===== src/rtl/score_keeper.sv =====
// Game score/timer: counts down per tick, penalises hole hits, freezes on a win.
// Optional best-score tracking and display mux: define SCORE_KEEPER_BEST_EN.
module score_keeper #(
  parameter int          TICK_CYCLES  = 100_000_000,
  parameter logic [15:0] START_SCORE  = 16'd9999,
  parameter logic [15:0] HOLE_PENALTY = 16'd100
) (
  input  logic        clk,
  input  logic        reset,
  input  logic        new_game,
  input  logic        won_the_game,
  input  logic        hit_a_hole,
  input  logic        show_best,
  output logic [15:0] score,
  output logic [15:0] best_score,
  output logic        game_over,
  output logic        new_best,
  output logic [1:0]  state
);

  typedef enum logic [1:0] {
    S_RUN  = 2'b00,
    S_WON  = 2'b01,
    S_LOST = 2'b10
  } state_t;

  localparam int CW = (TICK_CYCLES > 2) ? $clog2(TICK_CYCLES) : 1;
  localparam logic [CW-1:0] TICK_MAX = CW'(TICK_CYCLES - 1);

  state_t        r_state, w_state_nxt;
  logic [15:0]   r_cur, w_cur_nxt;
  logic [CW-1:0] r_tick_cnt, w_cnt_nxt;
  logic          r_win_q, r_hole_q;

  logic          w_win_p, w_hole_p, w_tick;
  logic [16:0]   w_dec;
  logic [15:0]   w_sub;

  assign w_win_p  = won_the_game & ~r_win_q;
  assign w_hole_p = hit_a_hole & ~r_hole_q;
  assign w_tick   = (r_state == S_RUN) && (r_tick_cnt == TICK_MAX);

  // 17-bit so tick + penalty never overflows before the saturating compare
  assign w_dec = {16'd0, w_tick}
               + (w_hole_p ? {1'b0, HOLE_PENALTY} : 17'd0);
  assign w_sub = ({1'b0, r_cur} > w_dec)
               ? (r_cur - w_dec[15:0]) : 16'd0;

`ifdef SCORE_KEEPER_BEST_EN
  logic [15:0] r_best, w_best_nxt;
  logic        r_new_best, w_nb_nxt;
`endif

  always_comb begin
    w_state_nxt = r_state;
    w_cur_nxt   = r_cur;
    w_cnt_nxt   = r_tick_cnt;
`ifdef SCORE_KEEPER_BEST_EN
    w_best_nxt  = r_best;
    w_nb_nxt    = r_new_best;
`endif
    if (new_game) begin
      w_state_nxt = S_RUN;
      w_cur_nxt   = START_SCORE;
      w_cnt_nxt   = '0;
`ifdef SCORE_KEEPER_BEST_EN
      w_nb_nxt    = 1'b0;
`endif
    end else begin
      case (r_state)
        S_RUN: begin
          w_cnt_nxt = w_tick ? '0 : r_tick_cnt + 1'b1;
          if (w_win_p) begin
            w_state_nxt = S_WON;
`ifdef SCORE_KEEPER_BEST_EN
            if (r_cur > r_best) begin
              w_best_nxt = r_cur;
              w_nb_nxt   = 1'b1;
            end else begin
              w_nb_nxt   = 1'b0;
            end
`endif
          end else begin
            w_cur_nxt = w_sub;
            if (w_sub == 16'd0) w_state_nxt = S_LOST;
          end
        end
        default: ;
      endcase
    end
  end

  always_ff @(posedge clk) begin
    if (reset) begin
      r_state    <= S_RUN;
      r_cur      <= START_SCORE;
      r_tick_cnt <= '0;
      r_win_q    <= 1'b0;
      r_hole_q   <= 1'b0;
    end else begin
      r_state    <= w_state_nxt;
      r_cur      <= w_cur_nxt;
      r_tick_cnt <= w_cnt_nxt;
      r_win_q    <= won_the_game;
      r_hole_q   <= hit_a_hole;
    end
  end

`ifdef SCORE_KEEPER_BEST_EN
  always_ff @(posedge clk) begin
    if (reset) begin
      r_best     <= 16'd0;
      r_new_best <= 1'b0;
    end else begin
      r_best     <= w_best_nxt;
      r_new_best <= w_nb_nxt;
    end
  end

  assign best_score = r_best;
  assign new_best   = r_new_best;
  assign score      = show_best ? r_best : r_cur;
`else
  assign best_score = 16'd0;
  assign new_best   = 1'b0;
  assign score      = r_cur;
`endif

  assign state     = r_state;
  assign game_over = (r_state != S_RUN);

endmodule


===== config.mk =====
export PLATFORM = sky130hd
export DESIGN_NAME = score_keeper
export DESIGN_NICKNAME = d
export VERILOG_FILES = /design/src/rtl/score_keeper.sv
export SDC_FILE = /design/constraint.sdc
export NUM_CORES = 1
export LEC_CHECK = 0
export ABC_AREA = 1
export CAP_MARGIN = 10
export CELL_PAD_IN_SITES_DETAIL_PLACEMENT = 0
export CELL_PAD_IN_SITES_GLOBAL_PLACEMENT = 1
export CORE_UTILIZATION = 41
export CTS_CLUSTER_DIAMETER = 80
export CTS_CLUSTER_SIZE = 10
export DETAILED_ROUTE_END_ITERATION = 10
export HOLD_SLACK_MARGIN = 0.12
export MAX_ROUTING_LAYER = met4
export PLACE_DENSITY_LB_ADDON = 0.3
export RECOVER_POWER = 50
export SYNTH_ARGS = -nofsm -noshare
export SYNTH_HDL_FRONTEND = slang
export SYNTH_SLANG_ARGS = --single-unit

===== constraint.sdc =====
create_clock -name clk -period 8.3 [get_ports clk]
set_clock_uncertainty 0.1 [all_clocks]
set_input_delay 0.83 -clock clk [delete_from_list [all_inputs] [get_ports clk]]
set_output_delay 0.83 -clock clk [all_outputs]
set_load 0.03 [all_outputs]

# Yosys cells after proc, flatten, opt, wreduce, memory -nomap -nowiden

Cells that the tools add are included.

$add $sub $neg: 3
Order comparisons: 1
Equal/unequal tests: 1
Muxes and demuxes: 5
Bitwise operators: 5
Reductions and logical operators: 8

Operators with widths:

| cell                                           | count |
|---|---|
| adder 27 x 1 -> 27 bit (second input constant) | 1 |
| equality test 27 bit (second input constant)   | 1 |
| 2-to-1 mux 27 bit                              | 1 |
| greater-than comparator 16 x 8 -> 1 bit        | 1 |
| zero test 16 bit                               | 1 |
| 2-to-1 mux 16 bit                              | 1 |
| subtractor 16 x 8 -> 16 bit                    | 1 |
| adder 1 x 7 -> 8 bit                           | 1 |
| 2-to-1 mux 7 bit                               | 1 |
| 2-to-1 mux 2 bit                               | 2 |
| AND reduction 2 bit                            | 2 |
| nonzero test 2 bit                             | 2 |
| NOT 1 bit                                      | 3 |
| AND 1 bit                                      | 2 |
| zero test 2 bit                                | 1 |
| OR reduction 2 bit                             | 1 |
| logical AND 1 bit                              | 1 |

Bits in registers: 47
Logic and storage cells: 28

# Depth between registers and ports, before layout

Gate-level depths: netlist (run 1).

Depth after elaboration: 9
Gate-level depth with buffers: 20
Depth with buffers taken out: 20

# Worst setup path before layout (run 1)

Ideal clock, no wire load.

Path type: register to register
From: register r_state[1], in the netlist state[1]
To: register r_state[1], in the netlist state[1]
Arrival time: 2496 ps
Required time: 8066 ps
Setup slack: 5571 ps
Cell stages (with the launch flop): 21
Path buffers: 1
Cells stage by stage: dfxtp_1 inv_2 nand2_4 nor2_1 nand2_1 nor2_2 nand2_1 inv_1 ha_1 ha_1 o21ai_1 nand2_2 nand2_1 nand2_2 nand2_4 buf_6 nand2_1 nor2_2 nor2_1 nand3_1 a21oi_1

Cells in the longest elaborated chain, start to end: 8

RTL lines:

| item                                                                                          | RTL line | text |
|---|---|---|
| start: declaration                                                                            | 30       | `state_t r_state, w_state_nxt;` |
| start signal: assignment                                                                      | 101      | `r_state <= w_state_nxt;` |
| zero test 2 bit (*)                                                                           | 41, 70   |  |
| logical AND 1 bit                                                                             | 41       | `assign w_tick = (r_state == S_RUN) && (r_tick_cnt == TICK_MAX);` |
| adder 1 x 7 -> 8 bit                                                                          | 45       | `+ (w_hole_p ? {1'b0, HOLE_PENALTY} : 17'd0);` |
| subtractor 16 x 8 -> 16 bit / greater-than comparator 16 x 8 -> 1 bit (equally long branches) | 47, 46   |  |
| 2-to-1 mux 16 bit                                                                             | 47       | `? (r_cur - w_dec[15:0]) : 16'd0;` |
| zero test 16 bit                                                                              | 85       | `if (w_sub == 16'd0) w_state_nxt = S_LOST;` |
| nonzero test 2 bit (no line)                                                                  | -        |  |
| AND reduction 2 bit (no line) (*)                                                             | -        |  |

Every way passes the cells marked *; elsewhere a longest branch is shown, timed or not.
A chain may end at the register's enable or synchronous reset.

# Worst setup path in the final report (run 1)

From: input port hit_a_hole
To: register r_state[1], in the netlist state[1]

Cells in the longest elaborated chain, start to end: 8

RTL lines:

| item                                                                                          | RTL line | text |
|---|---|---|
| start: declaration                                                                            | 12       | `input logic hit_a_hole,` |
| AND 1 bit (*)                                                                                 | 40       | `assign w_hole_p = hit_a_hole & ~r_hole_q;` |
| 2-to-1 mux 7 bit (*)                                                                          | 45       |  |
| adder 1 x 7 -> 8 bit (*)                                                                      | 45       |  |
| subtractor 16 x 8 -> 16 bit / greater-than comparator 16 x 8 -> 1 bit (equally long branches) | 47, 46   |  |
| 2-to-1 mux 16 bit (*)                                                                         | 47       |  |
| zero test 16 bit (*)                                                                          | 85       |  |
| nonzero test 2 bit (no line) (*)                                                              | -        |  |
| AND reduction 2 bit (no line) (*)                                                             | -        |  |

Marked as above.

==> impl_metrics.json, run 1 <==
{
  "finalWorstPathRequiredPeriod_ns": 3.25,
  "place.gp.congestion": 0.827,
  "drv_slew": 0,
  "r2r_cells": 19,
  "worstMarginPinSlew_ns": 0.903,
  "clockBufferDepth": 2,
  "tritoncts": "yes",
  "synth.distinct_cells": 37,
  "final.period_utilization_pct": 39.2,
  "h-tree-depth": 2,
  "p_int_w": 0.000358,
  "yosysWarnings": 0,
  "fp.dieArea_sq_um": 7350,
  "max_cap_viol_count": 0,
  "postSynthCellCount": 437,
  "whs_endpoint": "r_tick_cnt[21]",
  "die_w_um": 85.7,
  "drive_above_1_share_pct": 8.24,
  "critPathKind": "in2reg",
  "comb_power_share_pct": 18.0,
  "drtIter0Drc": 118,
  "io_pins": 42,
  "reg2reg_from": "r_tick_cnt[0]",
  "seq_power_share_pct": 46.2,
  "n_antenna_cell": 0,
  "switching_share_pct": 30.1,
  "min_from": "r_tick_cnt[21]",
  "synth_area_sq_um": 2870,
  "globalRoute.totalOverflow": 0,
  "viasPerCell": 4.82,
  "p_leak_nw": 1.38,
  "worst-path-max-fanout": 19,
  "worstPathArrival_ns": 3.38,
  "fill_cells": 725,
  "gr-usage-all-layers_pct": 20.1,
  "ant_nets": 0,
  "synth-seq-cells": 47,
  "port_buffers": 23,
  "r2r-end": "state[1]",
  "ctsHoldBuffers": 0,
  "min_path_type": "reg2reg",
  "worst_path_largest_cell_delay_ns": 0.46,
  "wire_per_inst_um": 11.9,
  "finalWirelength_mm": 6.65,
  "worst-r2r-setup-slack_ns": 5.12,
  "slowest_stage": "clkdlybuf4s50_1",
  "core_sq_um": 6790,
  "powerDensity_nw_per_um2": 157,
  "worstPathCellList": "clkdlybuf4s50_1 > inv_1 > or2_2 > ha_1 > nand2_2 > nor2_4 > nand4_2 > nand2_2 > nand2_4 > nand3_1 > nand3_1 > nor2_1 > nand3_1 > a21oi_1",
  "min_delay_path_depth": 2,
  "worstSetupStartpointType": "primary input",
  "grt.busiest_layer": "met1",
  "grt_first_pass_wirelength_mm": 11.5,
  "seq_area_frac_synth_pct": 32.7,
  "crit_path_frequent_cell": "nand3_1",
  "crit_required_ns": 8.42,
  "startpoint": "hit_a_hole",
  "hold_viol": 0,
  "worstSkewPairLatency_ns": 0.30,
  "grt_pass1_vias": 2449,
  "initial_utilization_pct": 42.3,
  "cts.reportedPaths.clkPinSlew_ns": 0.10,
  "slew_headroom_pct": 39.6,
  "worst_ir_drop_vdd_v": 0.0000713,
  "synth_ff_type": "dfxtp_1",
  "final_core_util_pct": 47.8,
  "cts_setup_buffers": 0,
  "power_switching_w": 0.000154,
  "rsz0062_at_grt": "false",
  "p_clk_share_pct": 35.8,
  "met2_usage_pct": 28.8,
  "antenna_found_initial": 0,
  "numClockSinks": 47,
  "place.detailed.hpwl_mm": 5.00,
  "drc": 0,
  "root_buffer": "clkbuf_8",
  "area_delta_synth_final_pct": 13.1,
  "cts-buffers-inserted": 5,
  "grt_start_max_net_pins": 24,
  "cts.repair.resized": 0,
  "met1_usage_pct": 29.5,
  "dr.pass1.iters": 4,
  "synthArstFlopShare_pct": 0,
  "nets": 472,
  "finalSetupTns_ns": 0,
  "timing.fmax_mhz": 307,
  "status": "finished clean",
  "dr_total_vias": 2686,
  "cp-end-kind": "flop",
  "syn_area_per_cell_sq_um": 6.58,
  "die_h_um": 85.7,
  "setup_viol": 0,
  "synth-edff-count": 0,
  "rows": 30,
  "use_met3_pct": 3.37
}
## layout make-up
| class | instances | area [sq um] | share of cell area (%) |
|---|---|---|---|
| clock inverters | 2 | 38.8 | 1.19 |
| inverters | 68 | 255 | 7.85 |
| repair buffers | 24 | 238 | 7.31 |
| clock buffers | 6 | 82.6 | 2.54 |
| multi-input cells | 314 | 1580 | 48.5 |
| flip-flops and latches | 47 | 941 | 28.9 |
| well taps | 96 | 120 | 3.70 |
## worst max-delay path: cells and delay by family
family | cells | cell delay, ns
AO/OA/AOI/OAI | 1 | 0.13
buffers and inverters | 2 | 0.50
AND/OR/NAND/NOR | 10 | 1.47
adder cells (fa/ha/maj) | 1 | 0.44
## worst max path at each step
stage          endpoint  cells past startpoint
2_1_floorplan  state[1]                     20
3_5_place_dp   state[1]                     14
6_report       state[1]                     14
5_1_grt        state[1]                     19
3_3_place_gp   state[1]                     14
4_1_cts        state[1]                     14
## power groups by stage
stage / clock network, W / logic [W] / registers (W)
after floorplan: 0 / 0.0000685 / 0.000249
after global placement: 0 / 0.0000936 / 0.000242
after detailed placement: 0 / 0.0000936 / 0.000242
after CTS: 0.000189 / 0.0000941 / 0.000237
after global routing: 0.000200 / 0.000103 / 0.000237
final: 0.000183 / 0.0000924 / 0.000236
## cell families (layout without fill, tap and decap cells)
| kind of cell | count (synthesis) | count (layout) | synth area share [%] |
|---|---|---|---|
| xor+xnor | 7 | 7 | 2.13 |
| flops | 47 | 47 | 32.7 |
| buf+inv | 92 | 100 | 14.5 |
| simple gates | 215 | 215 | 34.4 |
| compound gates | 69 | 69 | 13.4 |
| fa+ha+maj | 6 | 6 | 2.61 |
| other cells | 1 | 17 | 0.130 |
## metrics by stage
step           hold WS (ns)  instances  total power, W  instance area [sq um]  worst slack, ns
6_report              0.376        557        0.000512                   3250             5.05
3_3_place_gp          0.359        549        0.000335                   3130             4.76
4_1_cts               0.379        557        0.000520                   3250             5.05
5_1_grt               0.414        557        0.000541                   3250             4.78
3_5_place_dp          0.364        549        0.000335                   3130             4.76
2_1_floorplan         0.341        453        0.000317                   2930             5.57
## registers in the layout, indices dropped and copies added (netlist names)
signal,cells
state,2
r_hole_q,1
r_tick_cnt,27
r_win_q,1
score,16
## synth_stat cells (all sizes together), types with 5 or more instances
cell type | instances | share of area (%)
nand4 | 7 | 2.0
ha | 6 | 2.6
nand3 | 40 | 7.0
nor3 | 18 | 3.3
xor2 | 5 | 1.5
inv | 67 | 8.8
buf | 19 | 5.0
nor2 | 50 | 7.4
nand2 | 91 | 13
o21ai | 23 | 4.0
clkbuf | 5 | 0.65
a21oi | 35 | 6.2
dfxtp | 47 | 33
## cell usage in the layout, fill, tap and decap left out, types with 11 or more instances in the layout
cell	n
nor3_1	17
conb_1	17
nor2_1	44
nand2_1	86
dlygate4sd3_1	20
dfxtp_1	47
a21oi_1	34
nand3_1	40
inv_1	56
inv_2	11
o21ai_0	18
## routing by layer
| layer | share of wire (%) | wire (um) | up-vias |
|---|---|---|---|
| met1 | 55 | 3640 | 1187 |
| met3 | 3.5 | 232 | 9 |
| li1 | - | - | 1437 |
| met5 | 0 | 0 | - |
| met4 | 0.86 | 57 | 0 |
| met2 | 41 | 2720 | 53 |
Note: power is estimated with default switching activity, not from simulation.
==> run 2: changes to the inputs <==
--- a/config.mk
+++ b/config.mk
@@ -9,7 +9,7 @@
 export CAP_MARGIN = 10
 export CELL_PAD_IN_SITES_DETAIL_PLACEMENT = 0
 export CELL_PAD_IN_SITES_GLOBAL_PLACEMENT = 1
-export CORE_UTILIZATION = 41
+export CORE_UTILIZATION = 38
 export CTS_CLUSTER_DIAMETER = 80
 export CTS_CLUSTER_SIZE = 10
 export DETAILED_ROUTE_END_ITERATION = 10
==> constraint.sdc (replaced) <==
create_clock -name clk -period 3.2 [get_ports clk]
set_clock_uncertainty 0.1 [all_clocks]
set_input_delay 0.32 -clock clk [delete_from_list [all_inputs] [get_ports clk]]
set_output_delay 0.32 -clock clk [all_outputs]
set_load 0.03 [all_outputs]
==> impl_metrics.json, run 2 (synthesized netlist as in run 1, its figures left out) <==
{
  "initial_utilization_pct": 39.4,
  "dr_total_vias": 2725,
  "place.gp.congestion": 0.812,
  "n_antenna_cell": 0,
  "dr.pass1.iters": 4,
  "cp-end-kind": "flop",
  "wire_per_inst_um": 11.9,
  "cts.repair.resized": 0,
  "h-tree-depth": 2,
  "rows": 31,
  "grt_pass1_vias": 2388,
  "grt_start_max_net_pins": 20,
  "worstMarginPinSlew_ns": 0.527,
  "io_pins": 42,
  "crit_path_frequent_cell": "nand2_1",
  "largest_reg_flops": 27,
  "nets": 475,
  "root_buffer": "clkbuf_8",
  "tritoncts": "yes",
  "slowest_stage": "dfxtp_1",
  "critPathKind": "reg2reg",
  "drc": 0,
  "worst-path-max-fanout": 19,
  "min_path_type": "reg2reg",
  "antenna_found_initial": 0,
  "critical_path_buf_inv_count": 1,
  "multi_input_area_sq_um": 1590,
  "die_h_um": 89.0,
  "max_cap_viol_count": 0,
  "p_leak_nw": 1.38,
  "globalRoute.totalOverflow": 0,
  "worst_path_largest_cell_delay_ns": 0.37,
  "layout_commonest_cell": "nand2_1",
  "worstSkewPairLatency_ns": 0.30,
  "die_w_um": 89.0,
  "core_sq_um": 7290,
  "viasPerCell": 4.84,
  "cts-buffers-inserted": 5,
  "ctsHoldBuffers": 0,
  "ant_nets": 0,
  "worstPathArrival_ns": 3.06,
  "fin_cells": 563,
  "worstPathCellList": "ha_1 > nand2_1 > nor2_2 > nand2_1 > nor2_2 > nand2_1 > inv_1 > ha_1 > ha_2 > o21ai_1 > nand2_2 > nand2_1 > nand2_2 > nand2_8 > nand3_1 > nand3_1 > nor2_2 > nand3_1 > a21oi_1",
  "area_delta_synth_final_pct": 14.1,
  "setup_viol": 0,
  "rsz0062_at_grt": "false",
  "slew_headroom_pct": 64.8,
  "drive_above_1_share_pct": 10.1,
  "place.detailed.hpwl_mm": 5.21,
  "worstSetupStartpointType": "flop",
  "cts.reportedPaths.clkPinSlew_ns": 0.09,
  "finalWirelength_mm": 6.69,
  "clockBufferDepth": 2,
  "timing.fmax_mhz": 341,
  "status": "finished clean",
  "fill_cells": 806,
  "worst_ir_drop_vdd_v": 0.000172,
  "port_buffers": 23,
  "finalWorstPathRequiredPeriod_ns": 2.93,
  "fp.dieArea_sq_um": 7910,
  "final.period_utilization_pct": 91.5,
  "cts_setup_buffers": 0,
  "dp_cells": 555,
  "drtIter0Drc": 120,
  "powerDensity_nw_per_um2": 388,
  "max_flop_register": "r_tick_cnt",
  "fin_total_pwr_w": 0.00127,
  "grt_first_pass_wirelength_mm": 11.0,
  "hold_viol": 0,
  "gr-usage-all-layers_pct": 18.4,
  "critPathTopFamily": "simple AND/OR/NAND/NOR gates",
  "final_core_util_pct": 45.0,
  "mostFrequentLayoutCells": "nand2_1, inv_1, dfxtp_1, nor2_1, nand3_1",
  "drv_slew": 0,
  "finalSetupTns_ns": 0,
  "seqCellArea_sq_um": 943,
  "numClockSinks": 47,
  "crit_required_ns": 3.33
}
-- run 2: metal layers --
layer / part of all wire, % / GRT usage [%] / vias to the layer above
li1: - / - / 1438
met1: 52 / 26.1 / 1229
met2: 43 / 27.8 / 54
met3: 4.1 / 2.59 / 4
met4: 0.72 / 4.18 / 0
met5: 0 / - / -
-- run 2: worst paths after layout --
path	startpoint	endpoint	slack (ns)	cells past startpoint
setup / recovery	r_tick_cnt[1]	state[1]	0.27	19
hold / removal	r_tick_cnt[0]	r_tick_cnt[0]	0.36	1
setup reg to reg	r_tick_cnt[1]	state[1]	0.27	19
hold reg to reg	r_tick_cnt[0]	r_tick_cnt[0]	0.36	1
-- run 2: metrics by stage --
| step | hold slack (ns) | cell area, sq um | worst slack [ns] |
|---|---|---|---|
| finish | 0.361 | 3280 | 0.272 |
| global route | 0.384 | 3280 | 0.00233 |
| CTS | 0.388 | 3260 | 0.164 |
| detailed placement | 0.371 | 3160 | 0.213 |
| global placement | 0.364 | 3160 | 0.219 |
| floorplan | 0.292 | 2930 | 0.471 |
-- run 2: power breakdown --
part           switching [W]  internal, W  leakage (nW)  total (W)
clock               0.000219     0.000197        0.0505   0.000416
combinational       0.000171    0.0000734         0.945   0.000244
sequential         0.0000144     0.000599         0.382   0.000613
total               0.000404     0.000869          1.38    0.00127
-- run 2: area by class of cell --
type	count	share of cell area [%]
inverters	68	7.78
flip-flops and latches	47	28.8
repair buffers	27	7.93
well taps	99	3.78
clock buffers	7	2.94
clock inverters	1	0.229
multi-input cells	314	48.6
==> run 3: changes to the inputs <==
--- a/config.mk
+++ b/config.mk
@@ -9,7 +9,7 @@
 export CAP_MARGIN = 10
 export CELL_PAD_IN_SITES_DETAIL_PLACEMENT = 0
 export CELL_PAD_IN_SITES_GLOBAL_PLACEMENT = 1
-export CORE_UTILIZATION = 38
+export CORE_UTILIZATION = 41
 export CTS_CLUSTER_DIAMETER = 80
 export CTS_CLUSTER_SIZE = 10
 export DETAILED_ROUTE_END_ITERATION = 10
==> constraint.sdc (replaced) <==
create_clock -name clk -period 3.6 [get_ports clk]
set_clock_uncertainty 0.1 [all_clocks]
set_input_delay 0.36 -clock clk [delete_from_list [all_inputs] [get_ports clk]]
set_output_delay 0.36 -clock clk [all_outputs]
set_load 0.03 [all_outputs]
==> impl_metrics.json, run 3 (synthesized netlist as in run 1, its figures left out) <==
{
  "h-tree-depth": 2,
  "antenna_found_initial": 0,
  "ant_nets": 0,
  "cts_setup_buffers": 0,
  "viasPerCell": 4.81,
  "grt_first_pass_wirelength_mm": 11.1,
  "largest_reg_flops": 27,
  "slew_headroom_pct": 52.0,
  "ctsHoldBuffers": 0,
  "p_int_w": 0.000821,
  "rows": 30,
  "final.period_utilization_pct": 87.6,
  "setup_viol": 0,
  "nets": 474,
  "status": "finished clean",
  "max_flop_register": "r_tick_cnt",
  "worstMarginPinSlew_ns": 0.719,
  "core_sq_um": 6790,
  "tritoncts": "yes",
  "critPathTopFamily": "simple AND/OR/NAND/NOR gates",
  "finalWirelength_mm": 6.58,
  "worstPathCellList": "ha_1 > nand2_1 > nor2_1 > nand2_1 > nor2_2 > nand2_1 > inv_1 > ha_1 > ha_1 > o21ai_1 > nand2_2 > nand2_1 > nand2_2 > nand2_4 > nand3_1 > nand3_1 > nor2_1 > nand3_1 > a21oi_1",
  "cts.repair.resized": 0,
  "power_switching_w": 0.000349,
  "finalWorstPathRequiredPeriod_ns": 3.15,
  "worst-path-max-fanout": 19,
  "use_met3_pct": 3.18,
  "dr_total_vias": 2686,
  "cts.reportedPaths.clkPinSlew_ns": 0.09,
  "hold_viol": 0,
  "final_core_util_pct": 47.9,
  "grt_start_max_net_pins": 24,
  "initial_utilization_pct": 42.3,
  "rsz0062_at_grt": "false",
  "critPathKind": "reg2reg",
  "comb_power_share_pct": 18.2,
  "worst_ir_drop_vdd_v": 0.000212,
  "die_h_um": 85.7,
  "cp-end-kind": "flop",
  "max_cap_viol_count": 0,
  "met2_usage_pct": 29.2,
  "place.gp.congestion": 0.826,
  "gr-usage-all-layers_pct": 19.3,
  "finalSetupTns_ns": 0,
  "seq_power_share_pct": 46.6,
  "place.detailed.hpwl_mm": 5.01,
  "p_leak_nw": 1.38,
  "dr.pass1.iters": 4,
  "grt.busiest_layer": "met2",
  "switching_share_pct": 29.8,
  "p_clk_share_pct": 35.3,
  "critical_path_buf_inv_count": 1,
  "io_pins": 42,
  "root_buffer": "clkbuf_8",
  "met1_usage_pct": 27.5,
  "globalRoute.totalOverflow": 0,
  "timing.fmax_mhz": 317,
  "crit_required_ns": 3.72,
  "worst-r2r-setup-slack_ns": 0.45,
  "grt_pass1_vias": 2385,
  "worstSetupStartpointType": "flop",
  "slowest_stage": "dfxtp_1",
  "crit_path_frequent_cell": "nand2_1",
  "port_buffers": 23,
  "layout_commonest_cell": "nand2_1",
  "drive_above_1_share_pct": 8.21,
  "area_delta_synth_final_pct": 13.2,
  "fin_total_pwr_w": 0.00117,
  "n_antenna_cell": 0,
  "cts-buffers-inserted": 5,
  "mostFrequentLayoutCells": "nand2_1, inv_1, dfxtp_1, nor2_1, nand3_1",
  "numClockSinks": 47,
  "die_w_um": 85.7,
  "min_path_type": "reg2reg",
  "wire_per_inst_um": 11.8,
  "worstSkewPairLatency_ns": 0.30,
  "worst_path_largest_cell_delay_ns": 0.39,
  "drtIter0Drc": 100,
  "worstPathArrival_ns": 3.28,
  "drv_slew": 0,
  "clockBufferDepth": 2,
  "fp.dieArea_sq_um": 7350,
  "powerDensity_nw_per_um2": 360,
  "drc": 0
}
run 3: final timing paths:
kind,from,endpoint,cells after the start
max,r_tick_cnt[0],state[1],19
min,r_tick_cnt[26],r_tick_cnt[26],2
min reg2reg,r_tick_cnt[26],r_tick_cnt[26],2
max reg2reg,r_tick_cnt[0],state[1],19
run 3: area by class of cell:
| type | instances | area [sq um] |
|---|---|---|
| clock buffers | 6 | 82.6 |
| inverters | 68 | 255 |
| clock inverters | 2 | 35.0 |
| multi-input cells | 314 | 1580 |
| well taps | 96 | 120 |
| repair buffers | 26 | 245 |
| fillers | 741 | 3540 |
| flip-flops and latches | 47 | 941 |
run 3: power groups by stage:
stage | Sequential [W] | Combinational [W] | Clock, W
final | 0.000545 | 0.000213 | 0.000413
after floorplan | 0.000574 | 0.000158 | 0
after global routing | 0.000547 | 0.000238 | 0.000441
after CTS | 0.000545 | 0.000218 | 0.000424
after detailed placement | 0.000557 | 0.000217 | 0
after global placement | 0.000557 | 0.000217 | 0
run 3: layer usage:
metal	wire length (um)	up-vias
li1	-	1436
met1	3570	1205
met2	2790	43
met3	190	2
met4	35	0
met5	0	-
run 3: worst register-to-register path, stage by stage, from the launching register on:
cell and delay, ns:
dfxtp_1 0.39, ha_1 0.19, nand2_1 0.09, nor2_1 0.19, nand2_1 0.10, nor2_2 0.16
nand2_1 0.15, inv_1 0.08, ha_1 0.17, ha_1 0.23, o21ai_1 0.14, nand2_2 0.12
nand2_1 0.09, nand2_2 0.10, nand2_4 0.14, nand3_1 0.15, nand3_1 0.08, nor2_1 0.17
nand3_1 0.13, a21oi_1 0.13
run 3: metrics by stage:
stage / hold slack, ns / setup slack, ns / area, sq um / instances
floorplan: 0.332 / 0.871 / 2930 / 453
global placement: 0.359 / 0.540 / 3140 / 551
detailed placement: 0.363 / 0.493 / 3140 / 551
CTS: 0.379 / 0.456 / 3260 / 559
global route: 0.397 / 0.113 / 3250 / 559
finish: 0.378 / 0.447 / 3250 / 559
